$ cat config.mk
export PLATFORM = sky130hd
export DESIGN_NAME = systolic_pe_os
export DESIGN_NICKNAME = d
export VERILOG_FILES = /design/src/rtl/systolic_pkg.sv /design/src/rtl/pe_mac_pipe.sv /design/src/rtl/systolic_pe_os.sv
export SDC_FILE = /design/constraint.sdc
export NUM_CORES = 1
export LEC_CHECK = 0
export CORE_MARGIN = 2
export CORE_UTILIZATION = 28
export CTS_CLUSTER_DIAMETER = 50
export DETAILED_ROUTE_END_ITERATION = 6
export SYNTH_ARGS = -nofsm -noshare
export SYNTH_HDL_FRONTEND = slang
export SYNTH_HIERARCHICAL = 1
export SYNTH_SLANG_ARGS = --single-unit
export TNS_END_PERCENT = 1
$ cat constraint.sdc
create_clock -name clk -period 2.85 [get_ports clk]
set_clock_uncertainty 0.1 [all_clocks]
set_input_delay 0.4275 -clock clk [delete_from_list [all_inputs] [get_ports clk]]
set_output_delay 0.4275 -clock clk [all_outputs]
set_load 0.1 [all_outputs]
$ cat src/rtl/systolic_pkg.sv
// ============================================================================
//  Module : systolic_pkg
//  Brief  : Shared types, default widths and saturating-add helper for the PE.
//  Rev    : 1.0
// ============================================================================
`default_nettype none

package systolic_pkg;

  typedef enum logic [1:0] {
    IDLE  = 2'd0,
    ACCUM = 2'd1,
    HOLD  = 2'd2
  } pe_state_t;

  localparam int DATA_W_DEF = 8;
  localparam int ACC_W_DEF  = 32;
  localparam int K_MAX_DEF  = 256;
  localparam int SAT_W      = 64;

  typedef struct packed {
    logic [SAT_W-1:0] sum;
    logic             sat;
  } sat_res_t;

  // Operands arrive sign-extended to SAT_W, so the raw sum cannot wrap for acc_w <= 62.
  function automatic sat_res_t sat_add(input logic signed [SAT_W-1:0] acc,
                                       input logic signed [SAT_W-1:0] addend,
                                       input int                      acc_w);
    sat_res_t                r;
    logic signed [SAT_W-1:0] s;
    logic signed [SAT_W-1:0] hi;
    logic signed [SAT_W-1:0] lo;
    hi = (64'sd1 <<< (acc_w - 1)) - 64'sd1;
    lo = -hi - 64'sd1;
    s  = acc + addend;
    r.sat = 1'b0;
    r.sum = s;
    if (s > hi) begin
      r.sum = hi;
      r.sat = 1'b1;
    end else if (s < lo) begin
      r.sum = lo;
      r.sat = 1'b1;
    end
    return r;
  endfunction

endpackage

`default_nettype wire

$ cat src/rtl/pe_mac_pipe.sv
// ============================================================================
//  Module : pe_mac_pipe
//  Brief  : Two-stage signed multiply / saturating accumulate with clear.
//  Rev    : 1.0
// ============================================================================
`default_nettype none

module pe_mac_pipe
  import systolic_pkg::*;
#(
  parameter int DATA_W = DATA_W_DEF,
  parameter int ACC_W  = ACC_W_DEF
) (
  input  logic              clk,
  input  logic              rst,
  input  logic              clr_i,
  input  logic              en_i,
  input  logic [DATA_W-1:0] a_i,
  input  logic [DATA_W-1:0] b_i,
  output logic [ACC_W-1:0]  acc_o,
  output logic              sat_o,
  output logic              empty_o
);

  logic signed [2*DATA_W-1:0] prod_q;
  logic signed [2*DATA_W-1:0] prod_d;
  logic                       v1_q;
  logic signed [ACC_W-1:0]    acc_q;
  logic                       sat_q;
  sat_res_t                   sum_d;

  assign prod_d = $signed({{DATA_W{a_i[DATA_W-1]}}, a_i}) *
                  $signed({{DATA_W{b_i[DATA_W-1]}}, b_i});
  assign sum_d  = sat_add(SAT_W'(acc_q), SAT_W'(prod_q), ACC_W);

  always_ff @(posedge clk or posedge rst) begin
    if (rst) begin
      prod_q <= '0;
      v1_q   <= 1'b0;
      acc_q  <= '0;
      sat_q  <= 1'b0;
    end else if (clr_i) begin
      prod_q <= '0;
      v1_q   <= 1'b0;
      acc_q  <= '0;
      sat_q  <= 1'b0;
    end else begin
      v1_q <= en_i;
      if (en_i) prod_q <= prod_d;
      if (v1_q) begin
        acc_q <= sum_d.sum[ACC_W-1:0];
        sat_q <= sat_q | sum_d.sat;
      end
    end
  end

  assign acc_o   = acc_q;
  assign sat_o   = sat_q;
  assign empty_o = ~v1_q;

endmodule

`default_nettype wire

$ cat src/rtl/systolic_pe_os.sv
// ============================================================================
//  Module : systolic_pe_os
//  Brief  : Output-stationary systolic PE: operand forwarding, tile FSM, result port.
//  Rev    : 1.0
// ============================================================================
`default_nettype none

module systolic_pe_os
  import systolic_pkg::*;
#(
  parameter int DATA_W = DATA_W_DEF,
  parameter int ACC_W  = ACC_W_DEF,
  parameter int K_MAX  = K_MAX_DEF,
  parameter int CNT_W  = $clog2(K_MAX + 1)
) (
  input  logic              clk,
  input  logic              rst,
  input  logic              start,
  input  logic [CNT_W-1:0]  k_len,
  input  logic [DATA_W-1:0] a_in,
  input  logic              a_valid_in,
  input  logic [DATA_W-1:0] b_in,
  input  logic              b_valid_in,
  output logic [DATA_W-1:0] a_out,
  output logic              a_valid_out,
  output logic [DATA_W-1:0] b_out,
  output logic              b_valid_out,
  output logic [ACC_W-1:0]  res_data,
  output logic              res_valid,
  input  logic              res_ready,
  output logic              res_sat,
  output logic              err_mismatch,
  output logic              busy
);

  pe_state_t        state_q, state_d;
  logic [CNT_W-1:0] klen_q, klen_d;
  logic [CNT_W-1:0] cnt_q, cnt_d;
  logic             err_q, err_d;
  logic             mac_clr;
  logic             mac_fire;
  logic             mac_empty;

  always_comb begin
    state_d  = state_q;
    klen_d   = klen_q;
    cnt_d    = cnt_q;
    err_d    = err_q;
    mac_clr  = 1'b0;
    mac_fire = 1'b0;
    case (state_q)
      IDLE: begin
        if (start) begin
          state_d = ACCUM;
          klen_d  = k_len;
          cnt_d   = '0;
          err_d   = 1'b0;
          mac_clr = 1'b1;
        end
      end
      ACCUM: begin
        if (a_valid_in ^ b_valid_in) err_d = 1'b1;
        if (a_valid_in && b_valid_in && (cnt_q < klen_q)) begin
          mac_fire = 1'b1;
          cnt_d    = cnt_q + CNT_W'(1);
        end
        // Leave only once the last product has landed in the accumulator.
        if ((cnt_q == klen_q) && mac_empty) state_d = HOLD;
      end
      HOLD: begin
        if (res_ready) begin
          if (start) begin
            state_d = ACCUM;
            klen_d  = k_len;
            cnt_d   = '0;
            err_d   = 1'b0;
            mac_clr = 1'b1;
          end else begin
            state_d = IDLE;
          end
        end
      end
      default: state_d = IDLE;
    endcase
  end

  always_ff @(posedge clk or posedge rst) begin
    if (rst) begin
      state_q     <= IDLE;
      klen_q      <= '0;
      cnt_q       <= '0;
      err_q       <= 1'b0;
      a_out       <= '0;
      a_valid_out <= 1'b0;
      b_out       <= '0;
      b_valid_out <= 1'b0;
    end else begin
      state_q     <= state_d;
      klen_q      <= klen_d;
      cnt_q       <= cnt_d;
      err_q       <= err_d;
      a_out       <= a_in;
      a_valid_out <= a_valid_in;
      b_out       <= b_in;
      b_valid_out <= b_valid_in;
    end
  end

  pe_mac_pipe #(
    .DATA_W (DATA_W),
    .ACC_W  (ACC_W)
  ) u_mac (
    .clk     (clk),
    .rst     (rst),
    .clr_i   (mac_clr),
    .en_i    (mac_fire),
    .a_i     (a_in),
    .b_i     (b_in),
    .acc_o   (res_data),
    .sat_o   (res_sat),
    .empty_o (mac_empty)
  );

  assign res_valid    = (state_q == HOLD);
  assign busy         = (state_q != IDLE);
  assign err_mismatch = err_q;

endmodule

`default_nettype wire

==> run summary <==
=====================================================================================================
Area of the multi-input gates                                                              5220 sq um
Per-cell routed wire length                                                                   14.1 um
Global-route wire length before repair                                                      32,600 um
HPWL after DPL                                                                              15,200 um
Met3 Resource Use GR                                                                           0.0298
Combinational family with the most area after synthesis                                   adder cells
RSZ-0062 raised after global routing                                                             true
Detailed-route DRC error count                                                                      0
Via count                                                                                       6,473
Via count of the first global-routing pass                                                      6,673
Filler Cell Count                                                                               2,620
Run status                                                                               finished with violations
Final Cell Area                                                                          10,700 sq um
Floorplan die area                                                                       28,800 sq um
Die height                                                                                     170 um
Failing checks                                                                           setup timing
Max-capacitance violation count                                                                     0
Reg-to-reg setup timing slack                                                                 -270 ps
Worst Hold Path EP                                                                       a_out[0]$_DFF_PP0_
Clock sink count                                                                                   89
Clock latency of the later-clocked register in the worst-skew pair                             360 ps
Synth-to-Final Area Change                                                                      38.8%
Cell Area, Synth                                                                           7700 sq um
Ys flop type                                                                                  dfrtp_1
Ratio of cells with drive above 1 in the final layout                                           0.315
CTS tree                                                                                        built
Leakage power                                                                              0.00519 uW
Hold WC Path Type                                                                        input pin to register
Share of cell area taken by muxes after synthesis                                              0.0218
Shortest clock period the worst path allows after layout                                      4120 ps
Floorplan Core Area                                                                      27,000 sq um
Required time worst endpoint                                                                  2990 ps
Clock buffers created by TritonCTS                                                                  9
Post-synthesis share of cell area spent on full adders, half adders and majority gates          0.263
Buffer levels on the longest clock path                                                             2
Initial standard-cell utilization of the core                                                   0.286
Most used cells in the layout excluding fill and tap cells                               207 x buf_4, 102 x inv_1, 89 x dfrtp_1
Worst slack, placed                                                                          -2200 ps
Kind of end point of the critical path                                                       register
Post-synth ARST share                                                                            1.00
Logic depth of the worst register-to-register path                                                 11
Signal arrival time at the worst endpoint                                                     4260 ps
Compound-cell area share of the yosys netlist                                                   0.175
Core Util, Final                                                                                0.396
Number of antenna cells inserted                                                                    0
CTS hold repair buffers                                                                             0
Cell type with the largest total area after synthesis                                         dfrtp_1
Most common cell after layout, fill and taps aside                                              buf_4
Synthesized area per cell                                                                  9.58 sq um
CTS HTree Levels                                                                                    3
Number of hold-slack violations in the final timing report                                          0
Sequential standard cell area                                                              2230 sq um
GRT met2 Usage                                                                                  0.233
Unique cell type count in the Yosys netlist                                                        63
Ys Warns                                                                                            6
Worst Setup Slack, final                                                                     -1270 ps
Die X                                                                                          170 um
Share of the synthesized netlist area taken by xor and xnor gates                              0.0489
Number of rows created at floorplan                                                                60
Weighted congestion reported at the end of routability-driven placement                         0.846
Synth top area cells                                                                     dfrtp_1 29%, fa_1 15%, ha_1 12%
Worst R2R End                                                                            u_mac/acc_o[20]$_DFFE_PP0P_
Met1 Resource Use GR                                                                            0.185
Transition time at the pin with the least slew margin                                          814 ps
Antenna violations before repair                                                                    0
Maximum number of pins on one net before global-route repair                                       48
Max-slew violation count                                                                            0
Basic-gate share of the synthesized area counting and, or, nand and nor cells                   0.132
Count of buffers inserted at the top-level ports                                                   84
Setup TNS after final layout                                                               -17,100 ps
Synthesized Nets                                                                                  963
Worst IR Drop VDD                                                                            0.614 mV
Max_slew headroom                                                                               0.457
Crit Path Max Fanout                                                                                6
Type of element launching the critical path                                                 input pin
Clock tree root buffer cell                                                                 clkbuf_16
Reg-to-Reg Start                                                                         u_mac/acc_o[1]$_DFFE_PP0P_
Number of instances in the synthesized netlist                                                    804
Initial DRC Count                                                                                 246
Register area share after synthesis                                                             0.289
Area share of the largest cell type after synthesis                                             0.289
Number of storage elements in the synthesis netlist                                                89
Total routing usage reported by global routing                                                  0.140
Final #Nets                                                                                     1,195
Critical path class                                                                      input pin to register
Maximum clock frequency                                                                       243 MHz
Launch instance of the worst min-delay path                                                   a_in[0]
Depth of the worst hold-timing path                                                                 1
Number of top-level design ports                                                                   85
Startpoint of the worst setup timing path                                                     b_in[6]
Placed standard-cell area                                                                10,000 sq um
Overflow left after global routing                                                                  0
Global route hottest layer                                                                       met2
First-pass iteration count of the detailed router                                                   5
Post-synth EDFFs                                                                                    0
Average vias per placed instance                                                                 4.68
Clock-pin slew on the worst setup and hold paths                                                70 ps
Period utilization                                                                               1.44
Final setup violation count                                                                        42
Antenna viol nets, final                                                                            0
Pwr/cell area                                                                            1220 nW/um^2
Total routed wirelength                                                                     19,500 um
=====================================================================================================
## worst max-delay path by stage
stage | slack, ps | to | cells past startpoint
after floorplan | -1340 | u_mac/prod_q[15]$_DFFE_PP0P_ | 15
after global routing | -1450 | u_mac/prod_q[15]$_DFFE_PP0P_ | 19
after CTS | -1250 | u_mac/prod_q[13]$_DFFE_PP0P_ | 19
after global placement | -2200 | u_mac/prod_q[15]$_DFFE_PP0P_ | 16
after detailed placement | -2200 | u_mac/prod_q[15]$_DFFE_PP0P_ | 16
final | -1270 | u_mac/prod_q[15]$_DFFE_PP0P_ | 17
## cell usage after synthesis (all sizes together), types with 16 or more instances
cell type and instances:
fa 56, a221o 29, ha 72, and2 43, dfrtp 89, nand2 50, xnor2 31, clkbuf 16
inv 115, a21oi 48, o21ai 42, nor2 55
## final cells by class
| cell class | count | area share |
|---|---|---|
| repair buffers | 244 | 0.193 |
| multi-input cells | 577 | 0.489 |
| clock inverters | 4 | 0.00480 |
| well taps | 341 | 0.0399 |
| flip-flops and latches | 89 | 0.208 |
| inverters | 115 | 0.0409 |
| clock buffers | 12 | 0.0240 |
## registers in the layout (all words and copies together) (netlist names), 2 cells and up
register      count
klen_q            9
state_q           2
b_out             8
a_out             8
u_mac/prod_q     16
u_mac/acc_o      32
cnt_q             9
## kinds of logic after synthesis
group	count (synthesis)
xor+xnor	43
flops	89
compound gates	187
mux	16
simple gates	203
fa+ha+maj	128
buf+inv	138
## worst max-delay path, cell delays in order
cell	delay (ps)
buf_4	140
buf_4	140
and2_1	140
fa_1	520
inv_1	60
fa_1	530
fa_1	440
fa_1	510
inv_1	60
ha_4	230
and2_4	140
o21ai_4	140
o31ai_4	100
o41ai_2	370
xnor2_1	120
mux2i_1	140
nor2_1	50
## metal layers
metal | wire length [um] | part of all wire
met1 | 8920 | 0.46
met4 | 294 | 0.015
met2 | 9490 | 0.49
met5 | 0 | 0
met3 | 814 | 0.042
## per-stage QoR
stage	std cells	total power, uW	hold WS [ps]
after global routing	1382	14100	88.1
after global placement	1358	11100	391
after floorplan	804	8140	359
after CTS	1380	12700	113
final	1382	13000	100
after detailed placement	1358	11200	395
## power by group
group          internal, uW  total [uW]  switching (uW)
Combinational          4290        9700            5410
Sequential             1700        2000             306
Clock                   730        1280             549
Total                  6720       13000            6270
## repair_timing
item	in CTS	in global routing
endpoints found under the setup margin	43	43
gates resized for setup	116	51
pin swaps	26	34
cloned	0	0
buffers inserted	6	2
Note: power is estimated with default switching activity, not from simulation.
